**src/rtl/pcm_rom_fetch.sv**
```systemverilog
// pcm_rom_fetch: serves PCM ROM byte reads from a tagged 64-bit DDRAM line buffer.
// Defining PCM_PREFETCH_EN adds a next-line prefetch slot (states PFETCH, PWAIT).
//
// state  | meaning
// IDLE   | waiting for req; buffer hit check
// FETCH  | demand line read outstanding on DDRAM channel
// RESP   | data_rdy cycle, returns the addressed byte (or err)
// PFETCH | background read of the next line (prefetch build only)
// PWAIT  | requester stalled behind an in-flight prefetch (prefetch build only)
module pcm_rom_fetch #(
    parameter int ADDR_W      = 18,
    parameter int TIMEOUT_CYC = 255
) (
    input  logic              clk_sys,
    input  logic              reset_n,
    input  logic              flush,
    input  logic              req,
    input  logic [ADDR_W-1:0] addr,
    output logic [7:0]        data,
    output logic              data_rdy,
    output logic              busy,
    output logic              err,
    output logic [ADDR_W-1:0] ch_addr,
    output logic              ch_req,
    input  logic              ch_ready,
    input  logic [63:0]       ch_dout
);
    localparam int TAG_W = ADDR_W - 3;
    localparam int CNT_W = (TIMEOUT_CYC < 2) ? 1 : $clog2(TIMEOUT_CYC + 1);

`ifdef PCM_PREFETCH_EN
    typedef enum logic [2:0] {IDLE, FETCH, RESP, PFETCH, PWAIT} state_t;
`else
    typedef enum logic [1:0] {IDLE, FETCH, RESP} state_t;
`endif

    state_t            state_q, state_d;
    logic [2:0]        sel_q, sel_d;
    logic [63:0]       line_q, line_d;
    logic [TAG_W-1:0]  tag_q, tag_d;
    logic              valid_q, valid_d;
    logic [CNT_W-1:0]  cnt_q, cnt_d;
    logic [7:0]        data_q, data_d;
    logic              err_q, err_d;
    logic              flushed_q, flushed_d;
    logic              ch_req_q, ch_req_d;
    logic [ADDR_W-1:0] ch_addr_q, ch_addr_d;

    logic              main_hit, to_hit, fill_ok;
    logic [7:0]        resp_byte;
    logic [TAG_W-1:0]  ch_tag;

`ifdef PCM_PREFETCH_EN
    logic [63:0]       pline_q, pline_d;
    logic [TAG_W-1:0]  ptag_q, ptag_d;
    logic              pvalid_q, pvalid_d;
    logic              pf_go_q, pf_go_d;
    logic [TAG_W-1:0]  wtag_q, wtag_d;
    logic              pref_hit, same, waiting;
    logic [TAG_W-1:0]  dem_tag;

    assign pref_hit = pvalid_q && !flush && (ptag_q == addr[ADDR_W-1:3]);
`endif

    assign ch_tag    = ch_addr_q[ADDR_W-1:3];
    assign main_hit  = valid_q && !flush && (tag_q == addr[ADDR_W-1:3]);
    // A flush seen at any point of the fetch, including the fill cycle, keeps the line invalid.
    assign fill_ok   = !(flushed_q || flush);
    assign to_hit    = (TIMEOUT_CYC != 0) && (cnt_q == CNT_W'(TIMEOUT_CYC));
    assign resp_byte = err_q ? 8'h00 : line_q[{sel_q, 3'b000} +: 8];

    assign data_rdy  = (state_q == RESP);
    assign err       = data_rdy && err_q;
    assign data      = data_rdy ? resp_byte : data_q;
    assign ch_req    = ch_req_q;
    assign ch_addr   = ch_addr_q;
`ifdef PCM_PREFETCH_EN
    assign busy      = (state_q == FETCH) || (state_q == RESP) || (state_q == PWAIT);
`else
    assign busy      = (state_q == FETCH) || (state_q == RESP);
`endif

    always_comb begin
        state_d   = state_q;
        sel_d     = sel_q;
        line_d    = line_q;
        tag_d     = tag_q;
        valid_d   = valid_q;
        cnt_d     = cnt_q;
        data_d    = data_q;
        err_d     = err_q;
        flushed_d = flushed_q | flush;
        ch_req_d  = ch_req_q;
        ch_addr_d = ch_addr_q;
`ifdef PCM_PREFETCH_EN
        pline_d   = pline_q;
        ptag_d    = ptag_q;
        pvalid_d  = pvalid_q;
        pf_go_d   = pf_go_q;
        wtag_d    = wtag_q;
        waiting   = 1'b0;
        dem_tag   = wtag_q;
        same      = 1'b0;
`endif
        case (state_q)
            IDLE: if (req) begin
                sel_d = addr[2:0];
                err_d = 1'b0;
                if (main_hit) begin
                    state_d = RESP;
                end
`ifdef PCM_PREFETCH_EN
                else if (pref_hit) begin
                    line_d   = pline_q;
                    tag_d    = ptag_q;
                    valid_d  = 1'b1;
                    pvalid_d = 1'b0;
                    pf_go_d  = 1'b1;
                    state_d  = RESP;
                end
`endif
                else begin
                    state_d   = FETCH;
                    ch_req_d  = 1'b1;
                    ch_addr_d = {addr[ADDR_W-1:3], 3'b000};
                    cnt_d     = CNT_W'(1);
                    flushed_d = 1'b0;
                end
            end
            FETCH: begin
                // ch_ready in the timeout cycle takes priority: a normal fill, no err.
                if (ch_ready) begin
                    line_d   = ch_dout;
                    tag_d    = ch_tag;
                    valid_d  = fill_ok;
                    ch_req_d = 1'b0;
                    state_d  = RESP;
`ifdef PCM_PREFETCH_EN
                    pf_go_d  = fill_ok;
`endif
                end else if (to_hit) begin
                    ch_req_d = 1'b0;
                    valid_d  = 1'b0;
                    err_d    = 1'b1;
                    state_d  = RESP;
                end else begin
                    cnt_d = cnt_q + CNT_W'(1);
                end
            end
            RESP: begin
                data_d  = resp_byte;
                err_d   = 1'b0;
                state_d = IDLE;
`ifdef PCM_PREFETCH_EN
                pf_go_d = 1'b0;
                if (pf_go_q && !flush) begin
                    state_d   = PFETCH;
                    ch_req_d  = 1'b1;
                    ch_addr_d = {tag_q + TAG_W'(1), 3'b000};
                    cnt_d     = CNT_W'(1);
                    flushed_d = 1'b0;
                    pvalid_d  = 1'b0;
                end
`endif
            end
`ifdef PCM_PREFETCH_EN
            PFETCH, PWAIT: begin
                waiting = (state_q == PWAIT) || req;
                dem_tag = (state_q == PWAIT) ? wtag_q : addr[ADDR_W-1:3];
                same    = (dem_tag == ch_tag);
                if (state_q == PFETCH && req) begin
                    sel_d   = addr[2:0];
                    err_d   = 1'b0;
                    wtag_d  = dem_tag;
                    state_d = PWAIT;
                end
                if (ch_ready || to_hit) begin
                    ch_req_d = 1'b0;
                    if (!waiting) begin
                        state_d = IDLE;
                        if (ch_ready) begin
                            pline_d  = ch_dout;
                            ptag_d   = ch_tag;
                            pvalid_d = fill_ok;
                        end
                    end else if (same) begin
                        state_d = RESP;
                        if (ch_ready) begin
                            line_d  = ch_dout;
                            tag_d   = ch_tag;
                            valid_d = fill_ok;
                            pf_go_d = fill_ok;
                        end else begin
                            valid_d = 1'b0;
                            err_d   = 1'b1;
                        end
                    end else begin
                        // Prefetch for another line is discarded; start the demand read.
                        state_d   = FETCH;
                        ch_req_d  = 1'b1;
                        ch_addr_d = {dem_tag, 3'b000};
                        cnt_d     = CNT_W'(1);
                        flushed_d = 1'b0;
                    end
                end else begin
                    cnt_d = cnt_q + CNT_W'(1);
                end
            end
`endif
            default: state_d = IDLE;
        endcase
        if (flush) begin
            valid_d = 1'b0;
`ifdef PCM_PREFETCH_EN
            pvalid_d = 1'b0;
`endif
        end
    end

    always_ff @(posedge clk_sys) begin
        if (!reset_n) begin
            state_q   <= IDLE;
            sel_q     <= '0;
            line_q    <= '0;
            tag_q     <= '0;
            valid_q   <= 1'b0;
            cnt_q     <= '0;
            data_q    <= '0;
            err_q     <= 1'b0;
            flushed_q <= 1'b0;
            ch_req_q  <= 1'b0;
            ch_addr_q <= '0;
        end else begin
            state_q   <= state_d;
            sel_q     <= sel_d;
            line_q    <= line_d;
            tag_q     <= tag_d;
            valid_q   <= valid_d;
            cnt_q     <= cnt_d;
            data_q    <= data_d;
            err_q     <= err_d;
            flushed_q <= flushed_d;
            ch_req_q  <= ch_req_d;
            ch_addr_q <= ch_addr_d;
        end
    end

`ifdef PCM_PREFETCH_EN
    always_ff @(posedge clk_sys) begin
        if (!reset_n) begin
            pline_q  <= '0;
            ptag_q   <= '0;
            pvalid_q <= 1'b0;
            pf_go_q  <= 1'b0;
            wtag_q   <= '0;
        end else begin
            pline_q  <= pline_d;
            ptag_q   <= ptag_d;
            pvalid_q <= pvalid_d;
            pf_go_q  <= pf_go_d;
            wtag_q   <= wtag_d;
        end
    end
`endif

endmodule

```
**config.mk**
```make
export PLATFORM = sky130hd
export DESIGN_NAME = pcm_rom_fetch
export DESIGN_NICKNAME = d
export VERILOG_FILES = /design/src/rtl/pcm_rom_fetch.sv
export SDC_FILE = /design/constraint.sdc
export NUM_CORES = 1
export LEC_CHECK = 0
export BUFFER_PORTS_ARGS = -buffer_cell sky130_fd_sc_hd__buf_2
export CAP_MARGIN = 0
export CORE_MARGIN = 1.5
export CORE_UTILIZATION = 23
export DETAILED_ROUTE_END_ITERATION = 12
export SLEW_MARGIN = 20
export SYNTH_ARGS = -nofsm -noshare
export SYNTH_HDL_FRONTEND = slang
export SYNTH_SLANG_ARGS = --single-unit
export TNS_END_PERCENT = 5
```
**constraint.sdc**
```tcl
create_clock -name clk_sys -period 3.9 [get_ports clk_sys]
set_clock_uncertainty 0.1 [all_clocks]
set_input_delay 0.195 -clock clk_sys [delete_from_list [all_inputs] [get_ports clk_sys]]
set_output_delay 0.195 -clock clk_sys [all_outputs]
set_load 0.02 [all_outputs]
```
[Word level (Yosys, flattened, before mapping)]
Index checks and enable logic that the tools add are counted.
W data, S select, Z words.
Word-level totals
  flip-flop bits (word level): 119
  bits in latches: 0
  bits in writable memories: 0
  memory bits (read-only): 0
  bits of input ports: 87
  memories: 0
Operators by class
  $add $sub $neg: 1
  $mul: 0
  divide/modulo/power cells: 0
  magnitude comparators: 0
  eq/ne operators: 10
  shift-type cells: 1
  mux-type cells: 25
  bitwise operators: 3
  reductions and logical operators: 20
Operator list (count)
  $shiftx A64 B7 Y8: 1
  $mux W8: 6
  $pmux W8 S2: 1
  $eq A15 B15 Y1: 1
  $mux W1: 11
  $ne A2 B2 Y1 const B: 5
  $add A8 B1 Y8 const B: 1
  $eq A8 B8 Y1 const B: 1
  $mux W2: 4
  $reduce_and A2 Y1: 4
  $reduce_and A4 Y1: 2
  $reduce_and A5 Y1: 1
  $pmux W2 S2: 1
  $reduce_bool A2 Y1: 2
  $logic_and A1 B1 Y1: 3
  $ne A3 B3 Y1 const B: 1
  $pmux W1 S3: 1
  $reduce_and A3 Y1: 1
  $reduce_bool A3 Y1: 1
  $eq A2 B1 Y1 const B: 1
  $eq A2 B2 Y1 const B: 1
  $logic_not A1 Y1: 2
  $logic_not A2 Y1: 1
  $logic_or A1 B1 Y1: 2
  other kinds (4): 5

[Depth between registers and ports, before layout]
Gate-level depths: netlist (run 1).
  depth in word-level cells: 6
  mapped depth: 8
  depth with buffers taken out: 7

[Worst setup path before layout (run 1)]
OpenSTA, ideal clock, no wires.
  path type: register to register
  start point: register sel_q[0]
  end point: register data_q[4]
  setup time: 115 ps
  data arrival time: 1728 ps
  data required time: 3685 ps
  slack: 1957 ps
  cell stages (with the launch flop): 7
  path buffers: 2
  period minus slack after synthesis: 1943 ps
  cells stage by stage: dfxtp_1 -> buf_2 -> buf_6 -> mux4_2 -> mux2i_1 -> o22ai_1 -> and2_1
On the way
  word-level cells in the longest chain between the ends: 3
RTL lines
  start: declaration: line 38  | logic [2:0] sel_q, sel_d;
  start signal: assignment: line 235  | sel_q <= sel_d;
  $shiftx A64 B7 Y8: line 70  | assign resp_byte = err_q ? 8'h00 : line_q[{sel_q, 3'b000} +: 8];
  $mux W8: line 70
  $mux W8
  net data[4]: line 19  | output logic [7:0] data,
  end signal: assignment: line 240  | data_q <= data_d;
  end: declaration: line 43  | logic [7:0] data_q, data_d;
The timed path passes the listed nets, and every way through them passes these cells.
A chain may end at the register's enable or synchronous reset.

[Worst setup path after layout (run 1)]
  start point: register sel_q[0]
  end point: output port data[3]
On the way
  word-level cells in the longest chain between the ends: 3
RTL lines (line)
  $shiftx A64 B7 Y8: 70
  $mux W8: 70
  $mux W8
  end: declaration: 19
Every way passes these cells.

==> impl_metrics.env, run 1 <==
export IMPL_synth_distinct_cells=48
export IMPL_die_x_um=154.9
export IMPL_first_pass_iters=4
export IMPL_syn_area_per_cell_um2=8.317
export IMPL_track_usage_pct=14.23
export IMPL_initial_core_util_pct=23.44
export IMPL_hold_class="primary input to register"
export IMPL_finalWeightedCongestion=0.7820
export IMPL_syn_area_um2=5306
export IMPL_power_density_nw_per_um2=463.8
export IMPL_cts_sinks=119
export IMPL_grt_pass1_wl_mm=26.73
export IMPL_setup_violations_final=0
export IMPL_cts_tree="yes"
export IMPL_cp_arrival_ns=2.43
export IMPL_hold_violations=0
export IMPL_nets=901
export IMPL_rows=55
export IMPL_route_vias_total=5142
export IMPL_slowest_delay_ns=0.56
export IMPL_cts_buffers=17
export IMPL_crit_buf_inv=2
export IMPL_cp_top_family="multiplexers"
export IMPL_fin_crit_sh_pct=69.81
export IMPL_slew_violations=0
export IMPL_cp_max_fo=14
export IMPL_grt_max_degree=106
export IMPL_die_y_um=154.9
export IMPL_tightestPinTransition_ns=0.9358
export IMPL_routed_wl_mm=16.70
export IMPL_critPathLaunch="sel_q[0]$_SDFFE_PN0P_"
export IMPL_viasPerCell=4.649
export IMPL_rrSetupSlack_ns=1.38
export IMPL_fmax_ghz=0.3673
export IMPL_n_fill_cell=2323
export IMPL_clk_pin_slew_ns=0.05
export IMPL_slew_headroom_pct=37.53
export IMPL_ir_drop_v=0.0002547
export IMPL_critPathSlowestCell="mux4_2"
export IMPL_post_route_util_pct=33.17
export IMPL_io_pins=117
export IMPL_cts_buffer_depth=2
export IMPL_yosysWarnings=0
export IMPL_rsz0062_at_grt="false"
export IMPL_place_hpwl_mm=10.52
export IMPL_clk_latency_ns=0.41
export IMPL_diodes=0
export IMPL_grt_antenna_before_repair=0
export IMPL_synth_edf_count=0
export IMPL_drcViolationCount=0
export IMPL_fin_crit_ns=2.723
export IMPL_r2r_start="state_q[1]$_SDFFE_PN0P_"
export IMPL_synth_ff_type="dfxtp_1"
export IMPL_area_delta_synth_final_pct=41.52
export IMPL_grt_pass1_vias=5005
export IMPL_port_buffers=113
export IMPL_core_um2=22640
export IMPL_antenna_left=0
export IMPL_finalSetupTns_ns=0
export IMPL_path_class="register to primary output"
export IMPL_worstPathCellList="buf_4 > mux4_2 > mux2i_1 > o22ai_1 > buf_2"
export IMPL_status="finished, final reports clean"
export IMPL_crit_path_end_kind="primary output"
export IMPL_hold_path_startpoint="req"
export IMPL_drive_gt1_share_pct=21.32
export IMPL_die_area_um2=23990
export IMPL_async_flop_share_pct=0
export IMPL_drtIter0Drc=271
export IMPL_yosysSeqAreaShare_pct=44.90
export IMPL_worstPathRequired_ns=3.61
export IMPL_post_drt_wl_per_cell_um=15.10
export IMPL_p_leak_nw=2.839
export IMPL_overflow=0
export IMPL_maxCapViolCount=0
export IMPL_syn_instance_count=638
export IMPL_startpoint_type="register"
export IMPL_cts_htree_levels=4
export IMPL_ys_ff_latch=119
export IMPL_root_buffer="clkbuf_16"
[synthesized netlist by cell type, types with 5 or more instances]
master      n  area, um2
nand2_1   179      671.9
dfxtp_1   119       2382
a21oi_1   103      515.5
clkbuf_1   36      135.1
nand3_1    18      90.09
o21ai_1    17      85.08
mux4_2     16      360.4
xor2_1     15      131.4
inv_1      13      48.80
and2_1     11      68.82
o22ai_1    11      68.82
mux2i_1    10      100.1
a31oi_1     7      43.79
buf_2       7      35.03
nor4_1      6      37.54
ha_1        5      62.56
nor3_1      5      25.02
[kinds of logic (layout without fill, tap and decap cells)]
family / count (synthesis) / count (layout) / share of synthesized area, %
fa+ha+maj: 5 / 5 / 1.179
flops: 119 / 119 / 44.89
other cells: 1 / 3 / 0.07067
mux: 28 / 28 / 9.102
buf+inv: 67 / 248 / 5.470
compound gates: 159 / 159 / 16.84
xor+xnor: 15 / 15 / 2.476
simple gates: 244 / 244 / 19.97
[what timing repair did]
action,4_1_cts,5_1_grt
endpoints found under the hold margin,83,0
endpoints found under the setup margin,0,0
resized for setup,0,0
hold buffers,83,0
setup buffers,0,0
[sequential cells by signal, indices dropped and copies added, names as in the netlist]
name / count
tag_q: 15
valid_q: 1
ch_req: 1
cnt_q: 8
err_q: 1
state_q: 2
data_q: 8
sel_q: 3
line_q: 64
flushed_q: 1
ch_addr: 15
[power by group]
part | total [W] | internal (W) | switching, W
logic | 0.000504 | 0.000214 | 0.000289
clock network | 0.00165 | 0.00108 | 0.000570
registers | 0.00133 | 0.00128 | 0.0000517
[path summary, 6_finish.rpt]
| path | depth (start not counted) | to |
|---|---|---|
| worst max register to register | 6 | line_q[62]$_SDFFE_PN0P_ |
| worst min-delay path | 3 | cnt_q[5]$_SDFFE_PN0P_ |
| worst max-delay path | 5 | data[3] |
| worst min register to register | 2 | line_q[8]$_SDFFE_PN0P_ |
[through the flow]
stage / setup WS, ns / instance area [um2] / hold slack [ns] / cells / power, W
2_1_floorplan: 1.957 / 5314 / 0.1711 / 640 / 0.001640
3_3_place_gp: 1.446 / 6056 / 0.3100 / 992 / 0.001794
3_5_place_dp: 1.391 / 6056 / 0.3144 / 992 / 0.001796
4_1_cts: 1.136 / 7506 / 0.06123 / 1106 / 0.003507
5_1_grt: 1.041 / 7510 / 0.09918 / 1106 / 0.003632
6_report: 1.177 / 7510 / 0.08017 / 1106 / 0.003483
[tightest hold or removal path, delay by kind of cell]
family	cells	cell delay (ns)
buffers and inverters	1	0.13
AO/OA/AOI/OAI	2	0.22
[cells in the final DEF (no fill, tap or decap), types with 4 or more instances in the layout]
cell	n
o22ai_1	11
nor3_1	5
nor4_1	6
nand2_1	178
mux4_2	16
buf_2	113
a21oi_1	103
buf_4	6
ha_1	5
bufinv_16	4
nor2_1	4
xor2_1	15
a31oi_1	7
and2_1	10
inv_1	13
nand2b_1	4
and3_1	4
nand3_1	18
o21ai_0	4
clkinv_2	5
dlygate4sd3_1	83
o21ai_1	17
clkbuf_16	17
mux2i_1	10
dfxtp_1	119
[final cells by class]
type / instances / area, um2 / area share [%]
inverters: 14 / 53.80 / 0.7164
multi-input cells: 454 / 2645 / 35.22
clock inverters: 13 / 180.2 / 2.399
clock buffers: 18 / 439.2 / 5.848
flip-flops and latches: 119 / 2382 / 31.72
repair buffers: 203 / 1453 / 19.34
well taps: 285 / 356.6 / 4.748
[metal layers]
| layer | track usage, % | up-vias | wire length [um] |
|---|---|---|---|
| met5 | 0 | - | 0 |
| li1 | - | 2532 | - |
| met4 | 4.396 | 0 | 195 |
| met3 | 3.482 | 16 | 636 |
| met1 | 19.04 | 2461 | 7937 |
| met2 | 22.57 | 133 | 7930 |
No activity file was read; power rests on OpenSTA's default activity.
==> run 2, diff against run 1 <==
Settings changed: ABC_AREA from default to 1.
Clock period 3.9 ns to 2.8 ns, I/O delays scaled along.
==> run 2 against run 1 <==
Total power increased by 42%. Largest cell class unchanged. Critical path depth increased by 2. Synthesized area decreased by 0.31%. Via count increased by 2.9%. Highest routed layer unchanged. Core utilization increased by 0.13 points. Cell count increased by 9.8%. Clock power increased by 32%.
==> impl_metrics.env, run 2 <==
export IMPL_tightestPinTransition_ns=0.7374
export IMPL_cts_buffers=17
export IMPL_cp_arrival_ns=2.24
export IMPL_viasPerCell=4.357
export IMPL_die_area_um2=23920
export IMPL_route_vias_total=5290
export IMPL_startpoint_type="register"
export IMPL_final_cell_mix="nor2_1, o21ai_0, dfxtp_1"
export IMPL_fin_crit_ns=2.475
export IMPL_rsz0062_at_grt="false"
export IMPL_grt_antenna_before_repair=0
export IMPL_setup_violations_final=0
export IMPL_cts_htree_levels=4
export IMPL_fmax_ghz=0.4040
export IMPL_diodes=0
export IMPL_synthTopCellsByCount="nor2_1, o21ai_0, dfxtp_1"
export IMPL_hold_class="primary input to register"
export IMPL_maxCapViolCount=0
export IMPL_drive_gt1_share_pct=18.73
export IMPL_final_common_cell="nor2_1"
export IMPL_ir_drop_v=0.0003252
export IMPL_initial_core_util_pct=23.44
export IMPL_fin_crit_sh_pct=88.40
export IMPL_power_density_nw_per_um2=659.5
export IMPL_cts_sinks=119
export IMPL_rows=55
export IMPL_ys_ff_latch=119
export IMPL_wl_met2_mm=7.706
export IMPL_syn_instance_count=735
export IMPL_cts_tree="yes"
export IMPL_status="finished, final reports clean"
export IMPL_drtIter0Drc=351
export IMPL_routed_wl_mm=16.47
export IMPL_slew_violations=0
export IMPL_crit_path_end_kind="primary output"
export IMPL_io_pins=117
export IMPL_nets=1008
export IMPL_wl_met3_um=637
export IMPL_hold_ws_ns=0.02642
export IMPL_yosysWarnings=0
export IMPL_post_cts_buffers=0
export IMPL_synth_top_area_share_pct=45.03
export IMPL_area_delta_synth_final_pct=42.10
export IMPL_finalWeightedCongestion=0.8020
export IMPL_post_drt_wl_per_cell_um=13.57
export IMPL_path_class="register to primary output"
export IMPL_die_y_um=154.7
export IMPL_cp_max_fo=9
export IMPL_syn_area_per_cell_um2=7.197
export IMPL_highest_layer="met4"
export IMPL_track_usage_pct=14.16
export IMPL_yosysSeqAreaShare_pct=45.03
export IMPL_synthMostInstantiatedCell="nor2_1"
export IMPL_synth_ff_type="dfxtp_1"
export IMPL_drcViolationCount=0
export IMPL_clk_latency_ns=0.41
export IMPL_syn_area_um2=5290
export IMPL_worstPathRequired_ns=2.56
export IMPL_die_x_um=154.7
export IMPL_core_um2=22570
export IMPL_first_pass_iters=4
export IMPL_grt_pass1_wl_mm=26.39
export IMPL_grt_pass1_vias=5218
export IMPL_cts_buffer_depth=2
export IMPL_slew_headroom_pct=50.77
export IMPL_synth_distinct_cells=32
export IMPL_clk_pin_slew_ns=0.06
export IMPL_yosys_area_top_type="dfxtp_1"
export IMPL_synth_edf_count=0
export IMPL_place_hpwl_mm=11.26
export IMPL_async_flop_share_pct=0
export IMPL_antenna_left=0
export IMPL_finalSetupTns_ns=0
export IMPL_largest_reg_flops=64
export IMPL_port_buffers=113
export IMPL_overflow=0
export IMPL_synthTopCellsByArea="dfxtp_1, o21ai_0, nor2_1"
export IMPL_regMostFlops="line_q"
export IMPL_hold_violations=0
export IMPL_p_leak_nw=3.147
export IMPL_wirelength_met1_mm=7.813
export IMPL_root_buffer="clkbuf_16"
export IMPL_n_fill_cell=2440
export IMPL_grt_max_degree=56
## run 2: cell types whose count changed after synthesis, moves of 14 or more
cell	delta
nor2_1	+151
o21ai_0	+121
nand2_1	-83
inv_1	+46
a21oi_1	-41
mux4_2	-16
o211ai_1	+16
o21ai_1	-16
nand3_1	-14
xor2_1	-14
## run 2: metrics by stage
step | util [%] | setup WS [ns] | power, W | instance area (um2) | cells
floorplan | - | 0.9577 | 0.002470 | 5298 | 737
global placement | 27.05 | 0.4171 | 0.002727 | 6106 | 1100
detailed placement | 27.05 | 0.3734 | 0.002737 | 6106 | 1100
CTS | 33.28 | 0.1526 | 0.005014 | 7512 | 1214
global route | 33.30 | 0.1082 | 0.005229 | 7517 | 1214
finish | 33.30 | 0.3248 | 0.004957 | 7517 | 1214
## run 2: cells by family (layout without fill, tap and decap cells)
| kind of cell | Yosys count | count (layout) | synth area share, % |
|---|---|---|---|
| AO/OA/AOI/OAI | 211 | 211 | 21.33 |
| multiplexers | 16 | 16 | 3.027 |
| adder cells (fa/ha/maj) | 5 | 5 | 1.183 |
| buffers and inverters | 109 | 301 | 8.585 |
| other | 1 | 3 | 0.07089 |
| XOR/XNOR | 1 | 1 | 0.1656 |
| flip-flops | 119 | 119 | 45.03 |
| AND/OR/NAND/NOR | 273 | 273 | 20.60 |
## run 2: worst paths after layout
kind | cells past startpoint | end | slack, ns | startpoint
worst max-delay path | 7 | data[5] | 0.32 | state_q[0]$_SDFFE_PN0P_
worst min-delay path | 3 | sel_q[0]$_SDFFE_PN0P_ | 0.03 | addr[0]
worst max register to register | 8 | cnt_q[7]$_SDFFE_PN0P_ | 0.80 | state_q[0]$_SDFFE_PN0P_
worst min register to register | 2 | line_q[40]$_SDFFE_PN0P_ | 0.35 | line_q[40]$_SDFFE_PN0P_
## run 2: layout make-up
cell class	instances	area, um2	share of cell area [%]
multi-input combinational	509	2471	32.87
tap	285	356.6	4.744
clock inverter	12	126.4	1.681
inverter	65	244.0	3.246
clock buffer	20	456.7	6.075
timing repair buffer	204	1479	19.67
sequential	119	2384	31.71
## run 2: worst max-delay path, stage by stage (launching register included)
cell,delay [ns]
dfxtp_1,0.34
inv_1,0.09
ha_1,0.23
clkinv_1,0.32
nor2_4,0.33
o211ai_1,0.23
nand2_1,0.11
buf_2,0.16
## run 2: power breakdown
group          leakage [nW]  internal, W  switching (W)
combinational          1.89     0.000354       0.000513
clock                 0.286      0.00135       0.000819
sequential            0.972      0.00183      0.0000864
## run 2: routing by layer
layer / track usage, % / up-vias
met5: 0 / -
met4: 6.044 / 0
met3: 2.578 / 19
met2: 23.34 / 120
met1: 18.15 / 2401
li1: - / 2750
## run 2: timing repair
action                                 in CTS  in global routing
resized for setup                           1                  1
setup endpoints to repair                   8                  4
endpoints found under the hold margin      83                  0
hold buffers                               82                  0
cloned                                      0                  0
